==> src/rtl/algo_stream_sum.sv <==
// Avalon-ST packet stage: forwards header and data words with backpressure, accumulates the
// per-sample sum and index-weighted sum of the data section, and appends them as trailer words.
module algo_stream_sum #(
   parameter int HEADER_WORDS = 3,
   parameter int DATA_WORDS   = 160,
   parameter int SAMPLE_W     = 16,
   parameter int ENABLE_WSUM  = 1
) (
   input  logic        clk_clk,
   input  logic        rst_reset_n,
   input  logic [31:0] data_in_data,
   input  logic        data_in_valid,
   output logic        data_in_ready,
   input  logic        data_in_startofpacket,
   input  logic        data_in_endofpacket,
   input  logic [1:0]  data_in_empty,
   output logic [31:0] data_out_data,
   output logic        data_out_valid,
   input  logic        data_out_ready,
   output logic        data_out_startofpacket,
   output logic        data_out_endofpacket,
   output logic [1:0]  data_out_empty,
   output logic        err_short,
   output logic        err_long,
   output logic        pkt_done
);

   localparam int          LANES     = 32 / SAMPLE_W;
   localparam logic [15:0] HDR_WC    = 16'(HEADER_WORDS);
   localparam logic [15:0] HDR_LAST  = 16'(HEADER_WORDS - 1);
   localparam logic [15:0] LAST_WC   = 16'(HEADER_WORDS + DATA_WORDS - 1);
   localparam logic [32:0] MASK_FULL = (33'd1 << SAMPLE_W) - 33'd1;
   localparam logic [31:0] LANE_MASK = MASK_FULL[31:0];
   localparam logic        TI_LAST   = (ENABLE_WSUM != 0) ? 1'b1 : 1'b0;

   typedef enum logic [2:0] {IDLE, HDR, DATA, CALC, TRAIL, DRAIN} state_t;

   state_t      state, state_nx;
   logic [15:0] wc;
   logic        ti;
   logic [31:0] sum, wsum;
   logic        long_flag;

   logic        in_ready_c, out_valid_c, sop_c, eop_c;
   logic [31:0] out_data_c;
   logic        in_xfer, out_xfer;
   logic        short_nx, long_nx, done_nx;
   logic [31:0] word_sum, word_wsum, base_n, lane_val;
   logic        unused_empty;

   function automatic logic [31:0] lane_of(input logic [31:0] w, input int l);
      return (w >> (l * SAMPLE_W)) & LANE_MASK;
   endfunction

   // Contribution of the current data word; sample index n = data word index * LANES + lane.
   always_comb begin
      word_sum  = '0;
      word_wsum = '0;
      lane_val  = '0;
      base_n    = 32'(wc - HDR_WC) * 32'(LANES);
      for (int l = 0; l < LANES; l++) begin
         lane_val  = lane_of(data_in_data, l);
         word_sum  = word_sum + lane_val;
         word_wsum = word_wsum + (base_n + 32'(l)) * lane_val;
      end
   end

   always_comb begin
      in_ready_c  = 1'b0;
      out_valid_c = 1'b0;
      out_data_c  = data_in_data;
      sop_c       = 1'b0;
      eop_c       = 1'b0;
      state_nx    = state;
      short_nx    = 1'b0;
      long_nx     = 1'b0;
      done_nx     = 1'b0;

      case (state)
         IDLE: begin
            if (data_in_valid && data_in_startofpacket) begin
               in_ready_c  = data_out_ready;
               out_valid_c = 1'b1;
               sop_c       = 1'b1;
            end else begin
               in_ready_c  = 1'b1;
            end
         end
         HDR, DATA: begin
            in_ready_c  = data_out_ready;
            out_valid_c = data_in_valid;
         end
         TRAIL: begin
            out_valid_c = 1'b1;
            out_data_c  = (ti && (ENABLE_WSUM != 0)) ? wsum : sum;
            eop_c       = (ti == TI_LAST);
         end
         DRAIN:   in_ready_c = 1'b1;
         default: ;
      endcase

      in_xfer  = data_in_valid & in_ready_c;
      out_xfer = out_valid_c & data_out_ready;

      case (state)
         IDLE: begin
            if (in_xfer && data_in_startofpacket)
               state_nx = (HEADER_WORDS > 1) ? HDR : DATA;
         end
         HDR: begin
            if (in_xfer) begin
               if (data_in_endofpacket) begin
                  state_nx = CALC;
                  short_nx = 1'b1;
               end else if (wc == HDR_LAST) begin
                  state_nx = DATA;
               end
            end
         end
         DATA: begin
            if (in_xfer) begin
               if (wc == LAST_WC) begin
                  state_nx = CALC;
               end else if (data_in_endofpacket) begin
                  state_nx = CALC;
                  short_nx = 1'b1;
               end
            end
         end
         CALC: state_nx = TRAIL;
         TRAIL: begin
            if (out_xfer && (ti == TI_LAST)) begin
               done_nx = 1'b1;
               if (long_flag) begin
                  state_nx = DRAIN;
                  long_nx  = 1'b1;
               end else begin
                  state_nx = IDLE;
               end
            end
         end
         DRAIN: begin
            if (in_xfer && data_in_endofpacket)
               state_nx = IDLE;
         end
         default: state_nx = IDLE;
      endcase
   end

   always_ff @(posedge clk_clk or negedge rst_reset_n) begin
      if (!rst_reset_n)
         state <= IDLE;
      else
         state <= state_nx;
   end

   always_ff @(posedge clk_clk or negedge rst_reset_n) begin
      if (!rst_reset_n) begin
         wc        <= '0;
         ti        <= 1'b0;
         sum       <= '0;
         wsum      <= '0;
         long_flag <= 1'b0;
         err_short <= 1'b0;
         err_long  <= 1'b0;
         pkt_done  <= 1'b0;
      end else begin
         err_short <= short_nx;
         err_long  <= long_nx;
         pkt_done  <= done_nx;
         case (state)
            IDLE: begin
               if (in_xfer && data_in_startofpacket) begin
                  wc        <= 16'd1;
                  sum       <= '0;
                  wsum      <= '0;
                  long_flag <= 1'b0;
               end
            end
            HDR: begin
               if (in_xfer)
                  wc <= wc + 16'd1;
            end
            DATA: begin
               if (in_xfer) begin
                  wc   <= wc + 16'd1;
                  sum  <= sum + word_sum;
                  wsum <= wsum + word_wsum;
                  if ((wc == LAST_WC) && !data_in_endofpacket)
                     long_flag <= 1'b1;
               end
            end
            CALC: ti <= 1'b0;
            TRAIL: begin
               if (out_xfer)
                  ti <= 1'b1;
            end
            default: ;
         endcase
      end
   end

   // Every output reads as zero while reset is held, regardless of the input handshake.
   assign data_in_ready          = rst_reset_n & in_ready_c;
   assign data_out_valid         = rst_reset_n & out_valid_c;
   assign data_out_data          = rst_reset_n ? out_data_c : 32'd0;
   assign data_out_startofpacket = rst_reset_n & sop_c;
   assign data_out_endofpacket   = rst_reset_n & eop_c;
   assign data_out_empty         = 2'b00;
   assign unused_empty           = ^data_in_empty;

endmodule

==> config.mk <==
export PLATFORM = sky130hd
export DESIGN_NAME = algo_stream_sum
export DESIGN_NICKNAME = d
export VERILOG_FILES = /design/src/rtl/algo_stream_sum.sv
export SDC_FILE = /design/constraint.sdc
export NUM_CORES = 2
export LEC_CHECK = 0
export BUFFER_PORTS_ARGS = -buffer_cell sky130_fd_sc_hd__buf_2
export CORE_ASPECT_RATIO = 1.2
export CORE_MARGIN = 2
export CORE_UTILIZATION = 60
export DETAILED_ROUTE_END_ITERATION = 10
export MAX_ROUTING_LAYER = met4
export PLACE_DENSITY = 0.77
export SKIP_LAST_GASP = 1
export SYNTH_ARGS = -nofsm -noshare
export SYNTH_HDL_FRONTEND = slang
export SYNTH_SLANG_ARGS = --single-unit
==> constraint.sdc <==
create_clock -name clk_clk -period 14.9 [get_ports clk_clk]
set_input_delay 3.725 -clock clk_clk [delete_from_list [all_inputs] [get_ports clk_clk]]
set_output_delay 3.725 -clock clk_clk [all_outputs]
set_load 0.05 [all_outputs]
# == Yosys cells after proc, flatten, opt, wreduce, memory -nomap -nowiden ==
# Index checks and enable logic that the tools add are counted.
# classes
eq_ne,17
bitwise,6
mul,2
n_mux,44
n_reduce_logical,16
n_addsub,7
# ops
cell,n
$mux 32,6
$pmux 32 s2,2
$add 32x32->32,2
$add 32x17->32,1
$mul 19x17->32,1
$mux 16,2
$pmux 16 s2,1
$mul 31x16->31,1
$mux 3,10
$add 18x2->19 const B,1
$pmux 3 s6,1
$add 16x16->17,1
$mux 1,17
$sub 16x2->17 const B,1
$add 16x1->16 const B,1
$eq 16x2->1 const B,1
$eq 16x8->1 const B,1
$ne 2x2->1 const B,7
$reduce_and 7->1,1
$and 1x1->1,6
$eq 3x2->1 const B,2
$eq 3x3->1 const B,2
$ne 3x3->1 const B,2
$pmux 1 s2,3
11 further kinds,19
# totals
wordCells,101
output_inout_bits,41
regBits,88
in_bits,40

# == Longest topological paths before layout ==
# depth
ltp_word,7
depth_mapped,44

# == Worst setup path before layout ==
# OpenSTA, ideal clock, no wires.
# synth_timing
path_type,input port to flip-flop
startpoint,input port data_in_data[2]
endpoint,register wsum[31]
stages,36
setup_ns,0.130
setup_slack_ns,1.968
arrival_ns,12.803
n_path_buf,2
cell_sequence,clkbuf_1 clkbuf_1 nand2_1 fa_1 fa_1 inv_1 fa_1 inv_1 fa_1 inv_1 fa_1 fa_1 ha_1 a21o_1 a21o_1 o41ai_4 o211ai_1 a2111oi_0 nor3_1 xor2_1 fa_1 inv_1 fa_1 fa_1 fa_1 inv_1 ha_1 a21o_1 a21oi_1 a21oi_1 o21ai_0 o21ai_0 o21ai_0 xnor2_1 xnor2_1 o21ai_1
# synth_between
elab_chain_len,5
# synth_lines
element,line,text
from (decl),11,"input logic [31:0] data_in_data,"
$mul 31x16->31,64,word_wsum = word_wsum + (base_n + 32'(l)) * lane_val;
$add 32x32->32,64,
$add 32x32->32,188,wsum <= wsum + word_wsum;
$mux 32,185,if (in_xfer) begin
$pmux 32 s2,171,case (state)
to (signal assigned),188,
to (decl),41,"logic [31:0] sum, wsum;"
# No other way between the ends. The select of a mux whose other input is x is not followed.
# A chain may end at the register's enable or synchronous reset.

# == Worst setup path in the final report ==
# Ends and elaborated chain as after synthesis.

==> reports/summary.txt <==
status -> completed
Syn Area/Cell -> 9.20 µm²
# clock sinks -> 88
max-slew violations -> 0
top-count cell post-synth -> inv_1
CP Capture Type -> register
time the worst path needs with I/O delays and setup -> 13.71 ns
Yosys warnings -> 0
Netlist Area Pre-Place -> 27500 µm²
I/O Pins -> 81
gr ovfl total -> 0
Startpoint Class -> input port
DRC errors left -> 0
routability congestion estimate -> 0.965
Post-synth ARST share -> 100%
CTS tree -> yes
FP Rows -> 85
first-pass GRT wire length -> 114000 µm
Core Box Area -> 45000 µm²
routed len/inst -> 19.6 µm
Setup Slack @ Placement -> 1.01 ns
initial antenna violation count -> 1
max-cap violation count -> 0
area grow syn2layout -> 4.49%
largest area contributor in the netlist -> fa_1
vias in the first global route -> 22400
slowest stage delay, CP -> 0.80 ns
Synth cell types -> 71
count of port buffers added during placement -> 76
final number of hold-violating endpoints -> 0
# fillers -> 3707
# setup viols final -> 0
post-CTS setup buffer count -> 0
Slew @ Worst Pin -> 1.21 ns
hold depth -> 2
# nets final -> 3785
Slowest-stage cell, CP -> fa_1
HPWL after DPL -> 54400 µm
CP arrival -> 13.93 ns
layout cell share with drive strength beyond 1 -> 5.13%
critical path type -> in -> reg
DRT iter0 DRCs -> 1246
WP data required -> 15.12 ns
final core occ -> 63.8%
die area -> 47500 µm²
H-tree lvl count -> 3
largest net degree at the start of global routing -> 78
Pre-Repair DR Iteration Count -> 5
HP Class -> reg -> reg
Rel. slew slack -> 19.1%
Worst Reg2Reg Path Length in Cells -> 38
Post-synth EDFFs -> 0
Seq/Total Area, Yosys -> 8.02%
Worst-Skew Late Latency -> 0.36 ns
Overall Global Routing Usage -> 32.3%
Syn Inst Count -> 2985
Max Clk Rate -> 0.0729 GHz
most numerous cell on the critical path -> fa_1
Post-CTS Hold Buffers -> 0
final worst-path cycle share -> 92.0%
Initial Util -> 61.0%
Setup TNS -> 0 ns
CTS buffer count -> 9
die width -> 199 µm
Resized cells post-CTS -> 0
Max Root-Sink Buffers -> 2
CP Max Fanout -> 9
RSZ-0062 raised after global routing -> false
antenna-violating nets left -> 0
vias -> 20400
overall routed net length -> 70000 µm
Post-synth top cells -> 669 x inv_1, 619 x fa_1, 372 x nand2_1
via/cell ratio -> 5.72
CTS Root Cell -> clkbuf_16
Die Y -> 238 µm
Yosys top cell area share -> 45.1%
final worst-path setup slack -> 1.19 ns
post-synthesis register bit count -> 88
clock-pin slew on the worst setup and hold paths -> 0.07 ns
Top FF cell, synth -> dfrtp_1
synth top area cells -> fa_1 45%, inv_1 9.1%, dfrtp_1 8.0%
Layout Skew -> 0.0122 ns
-- metrics by stage --
step | cells | instance area, µm² | hold slack (ns)
finish | 3575 | 28700 | 0.532
global route | 3574 | 28700 | 0.575
CTS | 3573 | 28700 | 0.531
detailed placement | 3557 | 28400 | 0.516
global placement | 3557 | 28400 | 0.509
floorplan | 2986 | 27500 | 0.471
-- cells by family (layout without fill, tap and decap cells) --
family	after synthesis	in the layout	share of synthesized area, %
other	1	4	0.0137
XOR/XNOR	139	139	4.51
AO/OA/AOI/OAI	294	294	7.37
AND/OR/NAND/NOR	835	835	15.0
flip-flops	88	88	8.02
multiplexers	32	32	1.17
buffers and inverters	810	788	11.1
adder cells (fa/ha/maj)	786	786	52.7
-- flip-flops by register name (all words and copies together), names as in the netlist --
name,cells
sum,32
wsum,32
wc,16
state,3
err_long,1
err_short,1
long_flag,1
pkt_done,1
ti,1
-- per-layer routing --
metal	vias up	share of wire, %	GRT usage, %
li1	8855	-	-
met1	10600	38	39.2
met2	740	50	53.1
met3	233	6.2	3.93
met4	0	6.4	16.8
met5	-	0	-
-- worst paths after layout --
path | slack (ns) | startpoint | end
max | 1.19 | data_in_data[2] | wsum[31]$_DFFE_PN0P_
min | 0.53 | sum[13]$_DFFE_PN0P_ | sum[13]$_DFFE_PN0P_
max reg2reg | 3.08 | wc[1]$_DFFE_PN0P_ | wsum[31]$_DFFE_PN0P_
min reg2reg | 0.53 | sum[13]$_DFFE_PN0P_ | sum[13]$_DFFE_PN0P_
max in group asynchronous | 10.16 | rst_reset_n | ti$_DFFE_PN0P_
min in group asynchronous | 3.38 | rst_reset_n | wc[10]$_DFFE_PN0P_
-- final cells by class --
type                    instances  area [µm²]  share of cell area [%]
multi-input cells            2088       22300                    77.7
inverters                     669        2510                    8.75
flip-flops and latches         88        2200                    7.68
well taps                     609         762                    2.66
repair buffers                103         586                    2.04
clock buffers                   9         225                   0.785
clock inverters                 7         105                   0.366
diodes                          2        5.00                  0.0174
-- worst max-delay path, delay by kind of cell --
family | cells | cell delay (ns)
AO/OA/AOI/OAI | 5 | 1.07
XOR/XNOR | 9 | 2.06
adder cells (fa/ha/maj) | 11 | 5.61
buffers and inverters | 5 | 0.69
AND/OR/NAND/NOR | 4 | 0.75
-- placed cells by master, fill, tap and decap left out, types with 6 or more instances in the layout --
master,Yosys,routed
nand3_1,14,14
o21bai_1,8,8
nor2_1,72,72
nor3_1,14,14
xor2_2,1,7
a31oi_1,11,11
buf_4,4,28
nor4_1,7,7
nand2_1,372,372
o211a_1,32,32
o211ai_1,6,6
mux2i_1,31,31
nand2b_1,28,28
xnor2_2,0,6
xnor2_1,81,75
inv_1,669,669
o21a_1,10,10
or3_1,9,9
nand4_1,15,15
a22o_1,15,15
buf_2,1,75
a21o_1,36,36
dfrtp_1,88,87
xor2_1,56,50
and3_1,10,10
ha_1,167,167
nor2b_1,57,57
a21oi_1,63,63
fa_1,619,619
clkbuf_16,0,9
o21ai_0,58,58
o21ai_1,18,18
and2_1,220,220
Power is left out: the tool's default activity adds up to more than one toggle a clock period on the data nets, which glitch-free logic cannot reach.
